==> src/rtl/regfile_wb_arbiter.sv <==
// Writeback arbiter for a two-writer register file, with an issue scoreboard
// that stalls decode on RAW/WAW hazards against pending writes.
module regfile_wb_arbiter #(
  parameter int STARVE_LIMIT = 3
) (
  input  logic        clk,
  input  logic        rst,
  input  logic        alu_req,
  input  logic [3:0]  alu_addr,
  input  logic [15:0] alu_data,
  output logic        alu_grant,
  input  logic        mem_req,
  input  logic [3:0]  mem_addr,
  input  logic [15:0] mem_data,
  output logic        mem_grant,
  output logic        write_en,
  output logic [3:0]  addr_w,
  output logic [15:0] data_w,
  input  logic        issue_valid,
  input  logic [3:0]  issue_src1,
  input  logic [3:0]  issue_src2,
  input  logic [3:0]  issue_dst,
  output logic        stall,
  output logic [15:0] busy
);

  localparam int CW = (STARVE_LIMIT < 1) ? 1 : $clog2(STARVE_LIMIT + 1);
  localparam logic [CW-1:0] LIMIT = CW'(STARVE_LIMIT);

  logic [CW-1:0] starve_cnt;
  logic [CW-1:0] starve_next;
  logic          alu_priority;
  logic          any_grant;
  logic [3:0]    win_addr;
  logic [15:0]   win_data;
  logic          wb_fire;
  logic          issue_accept;
  logic [15:0]  set_mask;
  logic [15:0]  clr_mask;
  logic [15:0]  busy_next;

  // Mem wins by default; a starved ALU requester takes the port once.
  always_comb begin
    alu_priority = (starve_cnt == LIMIT);
    alu_grant    = alu_req & (~mem_req | alu_priority);
    mem_grant    = mem_req & ~alu_grant;
    any_grant    = alu_grant | mem_grant;
    win_addr     = alu_grant ? alu_addr : mem_addr;
    win_data     = alu_grant ? alu_data : mem_data;
    wb_fire      = any_grant & (win_addr != 4'd0);
  end

  always_comb begin
    starve_next = '0;
    if (alu_req && !alu_grant) begin
      starve_next = (starve_cnt == LIMIT) ? starve_cnt : starve_cnt + 1'b1;
    end
  end

  always_ff @(posedge clk) begin
    if (rst) begin
      starve_cnt <= '0;
    end else begin
      starve_cnt <= starve_next;
    end
  end

  // Write port: addr/data hold when nothing is written.
  always_ff @(posedge clk) begin
    if (rst) begin
      write_en <= 1'b0;
      addr_w   <= 4'd0;
      data_w   <= 16'd0;
    end else begin
      write_en <= wb_fire;
      if (wb_fire) begin
        addr_w <= win_addr;
        data_w <= win_data;
      end
    end
  end

  always_comb begin
    stall        = issue_valid & (busy[issue_src1] | busy[issue_src2] | busy[issue_dst]);
    issue_accept = issue_valid & ~stall;
    set_mask     = '0;
    clr_mask     = '0;
    if (issue_accept && issue_dst != 4'd0) begin
      set_mask = 16'h0001 << issue_dst;
    end
    if (write_en) begin
      clr_mask = 16'h0001 << addr_w;
    end
    // Set is applied after clear so a same-cycle reissue keeps the bit.
    busy_next = ((busy & ~clr_mask) | set_mask) & 16'hFFFE;
  end

  always_ff @(posedge clk) begin
    if (rst) begin
      busy <= 16'd0;
    end else begin
      busy <= busy_next;
    end
  end

endmodule

==> config.mk <==
export PLATFORM = sky130hd
export DESIGN_NAME = regfile_wb_arbiter
export DESIGN_NICKNAME = d
export VERILOG_FILES = /design/src/rtl/regfile_wb_arbiter.sv
export SDC_FILE = /design/constraint.sdc
export NUM_CORES = 1
export LEC_CHECK = 0
export CELL_PAD_IN_SITES_DETAIL_PLACEMENT = 1
export CELL_PAD_IN_SITES_GLOBAL_PLACEMENT = 1
export CORE_MARGIN = 1
export CORE_UTILIZATION = 32
export DETAILED_ROUTE_END_ITERATION = 16
export PLACE_DENSITY_LB_ADDON = 0.1
export SLEW_MARGIN = 20
export SYNTH_ARGS = -nofsm -noshare
export SYNTH_HDL_FRONTEND = slang
export SYNTH_SLANG_ARGS = --single-unit
==> constraint.sdc <==
create_clock -name clk -period 7.2 [get_ports clk]
set_clock_uncertainty 0.1 [all_clocks]
set_input_delay 1.44 -clock clk [delete_from_list [all_inputs] [get_ports clk]]
set_output_delay 1.44 -clock clk [all_outputs]
set_load 0.005 [all_outputs]
Word level (Yosys, flattened, before mapping)
Index checks and enable logic that the tools add are counted.
{"block": "classes", "n_addsub": 1, "mul": 0, "div_mod_pow": 0, "order_cmp": 3, "eq_ne": 1, "shift": 2, "muxes": 10, "bitwise_logic": 16, "n_reduce_logical": 6}
{"operator": "16-bit two-way mux", "n": 3}
{"operator": "1-bit by 4-bit << shifter with 16-bit output, first input constant", "n": 2}
{"operator": "16-bit bitwise AND", "n": 1}
{"operator": "16-bit inverter", "n": 1}
{"operator": "16-bit bitwise OR", "n": 1}
{"operator": "4-bit by 5-bit < comparator with 1-bit output, second input constant", "n": 3}
{"operator": "1-bit binary-select mux with 4-bit select", "n": 3}
{"operator": "4-bit nonzero test", "n": 2}
{"operator": "1-bit bitwise AND", "n": 5}
{"operator": "4-bit two-way mux", "n": 1}
{"operator": "1-bit inverter", "n": 4}
{"operator": "1-bit bitwise OR", "n": 4}
{"operator": "1-bit two-way mux", "n": 3}
{"operator": "2-bit by 1-bit adder with 2-bit output, second input constant", "n": 1}
{"operator": "2-bit == test, second input constant", "n": 1}
{"operator": "1-bit logical AND", "n": 2}
{"operator": "2-bit OR reduction", "n": 1}
{"operator": "1-bit zero test", "n": 1}
{"block": "word_totals", "ff_bits": 39, "latchBits": 0, "mem_bits_rw": 0, "mem_bits_ro": 0, "in_bits": 57, "output_inout_bits": 40, "elab_cells": 45, "memories": 0}

Depth between registers and ports, before layout
{"block": "depth", "depth_word": 10, "mapped_depth": 8, "ltp_nobuf": 6}

Worst setup path after synthesis
Ideal clock, no wire load.
{"block": "synth_timing", "path_kind": "input port to output port", "startpoint": "input port issue_dst[1]", "endpoint": "output port stall", "arrival_time_ns": 3.133, "required_ns": 5.660, "path_slack_ns": 2.527, "stages": 7, "n_path_buf": 2, "path_cell_list": "buf_6 -> mux4_2 -> nor2b_1 -> nor3_1 -> or4_4 -> buf_6 -> o31a_1"}
{"block": "synth_via", "elab_chain_len": 4}
{"item": "start, declared", "line_no": "22", "text": "input logic [3:0] issue_dst,"}
{"item": "1-bit binary-select mux with 4-bit select", "line_no": "84", "text": "stall = issue_valid & (busy[issue_src1] | busy[issue_src2] | busy[issue_dst]);"}
{"item": "1-bit two-way mux (not written as such)", "line_no": "84"}
{"item": "1-bit bitwise OR", "line_no": "84"}
{"item": "1-bit bitwise AND", "line_no": "84"}
{"item": "end, declared", "line_no": "23", "text": "output logic stall,"}
Every way passes these cells. The select of a mux whose other input is x is not followed.

Worst setup path in the final report
Ends and elaborated chain as after synthesis.

==> metrics.md <==
| Metric | Value |
|---|---|
| Final setup vio count | `0` |
| Routability cong. | `0.832` |
| Top Ports | `97` |
| VDD IR max | `0.0000793 V` |
| Pre-Repair DR Iteration Count | `4` |
| Post-CTS resize count | `0` |
| DP HPWL | `5210 µm` |
| Die Y | `85 µm` |
| Number of distinct library cells after synthesis | `37` |
| Via count | `2280` |
| Synth-to-layout area growth | `49.5%` |
| Grt ovf | `0` |
| Setup TNS | `0 ps` |
| Hold Slack | `355 ps` |
| Maximum clock frequency | `171 MHz` |
| Vias in the first global route | `2378` |
| Tot GR Track Use | `20.6%` |
| Antenna Nets Post-Route | `0` |
| Worst-Skew Late Latency | `290 ps` |
| Critical Path AT | `4310 ps` |
| Pleak | `1.20 nW` |
| Cell Area, Synth | `2200 µm²` |
| Root buffer cell | `clkbuf_8` |
| Worst Hold Path EP | `starve_cnt[0]` |
| Rows | `29` |
| WL/cell | `16.8 µm` |
| RSZ-0062 raised after global routing | `false` |
| Initial Util | `33.9%` |
| Worst slew pin tran | `915 ps` |
| Mapped Avg Cell Area | `8.71 µm²` |
| Crit path max fanout | `16` |
| CP endpoint kind | `output port` |
| Pwr/cell area | `154 nW/µm²` |
| Status | `complete, no violations` |
| Syn Nets | `311` |
| Initial antenna violation count | `0` |
| DRC | `0` |
| Die area | `7230 µm²` |
| Final hold vios | `0` |
| Die width | `85 µm` |
| Hold Crit Class | `reg2reg` |
| EDFF count, synth | `0` |
| Core region area | `6490 µm²` |
| Final Cycle Share | `81.2%` |
| Max Slew Vio Count | `0` |
| Post-CTS Hold Buffers | `0` |
| Vias per cell | `5.47` |
| Yosys warns | `0` |
| Antenna cells | `0` |
| Largest net degree at the start of global routing | `42` |
| Predominant post-synthesis flop cell | `dfxtp_1` |
| CTS tree | `yes` |
| Filler instances | `736` |
| Worst hold path cell count | `1` |
| H-tree levels | `2` |
| Final nets | `397` |
| Layout cells sized above 1 | `9.41%` |
| Max-cap violations | `0` |
| Clock slew seen by the registers of the worst setup and hold paths | `70 ps` |
| 1st-iter DRT viols | `79` |
| Min-delay src | `starve_cnt[0]` |
| Worst Reg-to-Reg Cells | `7` |
| CP Launch Type | `primary input` |
| FF+latch count, synth | `38` |
| Cells after Synth | `253` |
| R2R Setup Slk | `4500 ps` |
| Post CTS Setup Buffer Count | `0` |
| Slew headroom | `38.8%` |
| Reg-to-Reg Start | `starve_cnt[0]` |
| CP peak stage delay | `670 ps` |
| Reg-to-reg endpoint | `data_w[1]` |
| Critical path class | `in2out` |
| Worst Path Required | `5660 ps` |
| Synth async-reset ratio | `0%` |
| CTS Buf Count | `5` |
| CP max-delay cell | `or4_4` |
| Critical-path cell list | `clkdlybuf4s50_1 > mux4_2 > nor2b_1 > nor3_1 > or4_4 > o31a_1 > clkdlybuf4s50_1` |
| Wirelength, routed | `7020 µm` |
| Sequential share of the synthesized area | `34.5%` |
| Max Root-Sink Buffers | `2` |
| Port buffer count | `95` |
| Most used cell, CP | `clkdlybuf4s50_1` |
| First-pass GRT wire length | `11700 µm` |
| Clock sinks | `38` |
| Fin crit period | `5850 ps` |
==> stage by stage <==
step	setup WS (ps)	area [µm²]	util, %	power, mW	cells
2_1_floorplan	2530	2200	-	0.291	253
3_3_place_gp	1370	3180	48.9	0.359	408
3_5_place_dp	1340	3180	48.9	0.361	408
4_1_cts	1340	3270	50.3	0.515	416
5_1_grt	1230	3300	50.7	0.539	417
6_report	1350	3300	50.7	0.509	417
==> cells in the mapped netlist (2+ instances only) <==
library cell  count  area share, %
nor2_1           26            4.4
clkbuf_1         14            2.4
mux4_1            2            2.4
o31ai_1           6            2.0
dfxtp_1          38             35
inv_1             5           0.85
and2_1            2           0.57
a311oi_1         22            8.7
nor3b_1           4            1.4
nor4_1            2           0.57
o31ai_2          10            5.7
nor3_1            2           0.45
o211ai_1          9            3.1
mux4_2            6            6.1
nand2b_1          5            1.4
nand3b_1          3            1.0
o311ai_0          3            1.2
mux2_2            2            1.0
mux2i_1           5            2.3
buf_6             2            1.0
nand3_1           5            1.1
nor2b_1           5            1.4
nand2_1          61             10
==> cell families after synthesis <==
kind of cell             after synthesis  share of synthesized area, %
AND/OR/NAND/NOR                      118                          24.1
AO/OA/AOI/OAI                         55                          22.4
flip-flops                            38                          34.5
buffers and inverters                 24                          5.73
multiplexers                          16                          12.5
adder cells (fa/ha/maj)                1                         0.567
other                                  1                         0.170
==> critical path: cells and delay by family <==
| kind | cells | cell delay (ps) |
|---|---|---|
| buf+inv | 2 | 1100 |
| simple gates | 3 | 860 |
| mux | 1 | 540 |
| compound gates | 1 | 350 |
==> state kept, by name, summed over array words and instances (netlist names) <==
| name | count |
|---|---|
| data_w | 16 |
| write_en | 1 |
| starve_cnt | 2 |
| busy | 15 |
| addr_w | 4 |
==> cells in the final DEF, fill, tap and decap left out, types with 2 or more instances in the layout <==
master and instances:
o31ai_1 6, o31ai_2 10, clkbuf_8 6, o211ai_1 9, a311oi_1 22, buf_4 2
nand2_1 61, mux4_2 6, and2_1 2, nor3b_1 4, nand2b_1 5, nor4_1 2
mux2_2 2, dfxtp_1 38, mux4_1 2, nor2b_1 5, nand3b_1 3, nand3_1 5
mux2i_1 4, inv_1 5, clkdlybuf4s50_1 95, o311ai_0 3, nor2_1 26
==> layer usage <==
layer / global-route usage, % / wire [µm] / share of wire [%]
met3: 6.42 / 592 / 8.4
met2: 36.7 / 3490 / 50
met5: 0 / 0 / 0
met1: 23.4 / 2860 / 41
met4: 6.93 / 78 / 1.1
==> how the worst max path moves through the flow <==
stage | from | end | slack [ps] | cells past startpoint
2_1_floorplan | issue_dst[1] | stall | 2530 | 7
5_1_grt | issue_dst[1] | stall | 1230 | 7
3_5_place_dp | issue_dst[1] | stall | 1340 | 7
6_report | issue_dst[1] | stall | 1350 | 7
4_1_cts | issue_dst[1] | stall | 1340 | 7
3_3_place_gp | issue_dst[1] | stall | 1370 | 7
==> power breakdown <==
group	internal (mW)	leakage (nW)	switching (mW)
clock	0.0773	0.0482	0.0745
sequential	0.222	0.312	0.0106
combinational	0.0715	0.844	0.0526
total	0.371	1.20	0.138
==> final cells by class <==
cell class	instances	area (µm²)	share of cell area, %
flip-flops and latches	38	761	23.1
repair buffers	98	993	30.1
clock inverters	1	5.00	0.152
clock buffers	7	86.3	2.62
well taps	77	96.3	2.92
inverters	5	18.8	0.569
multi-input cells	191	1340	40.5
No activity file was read; power rests on OpenSTA's default activity.
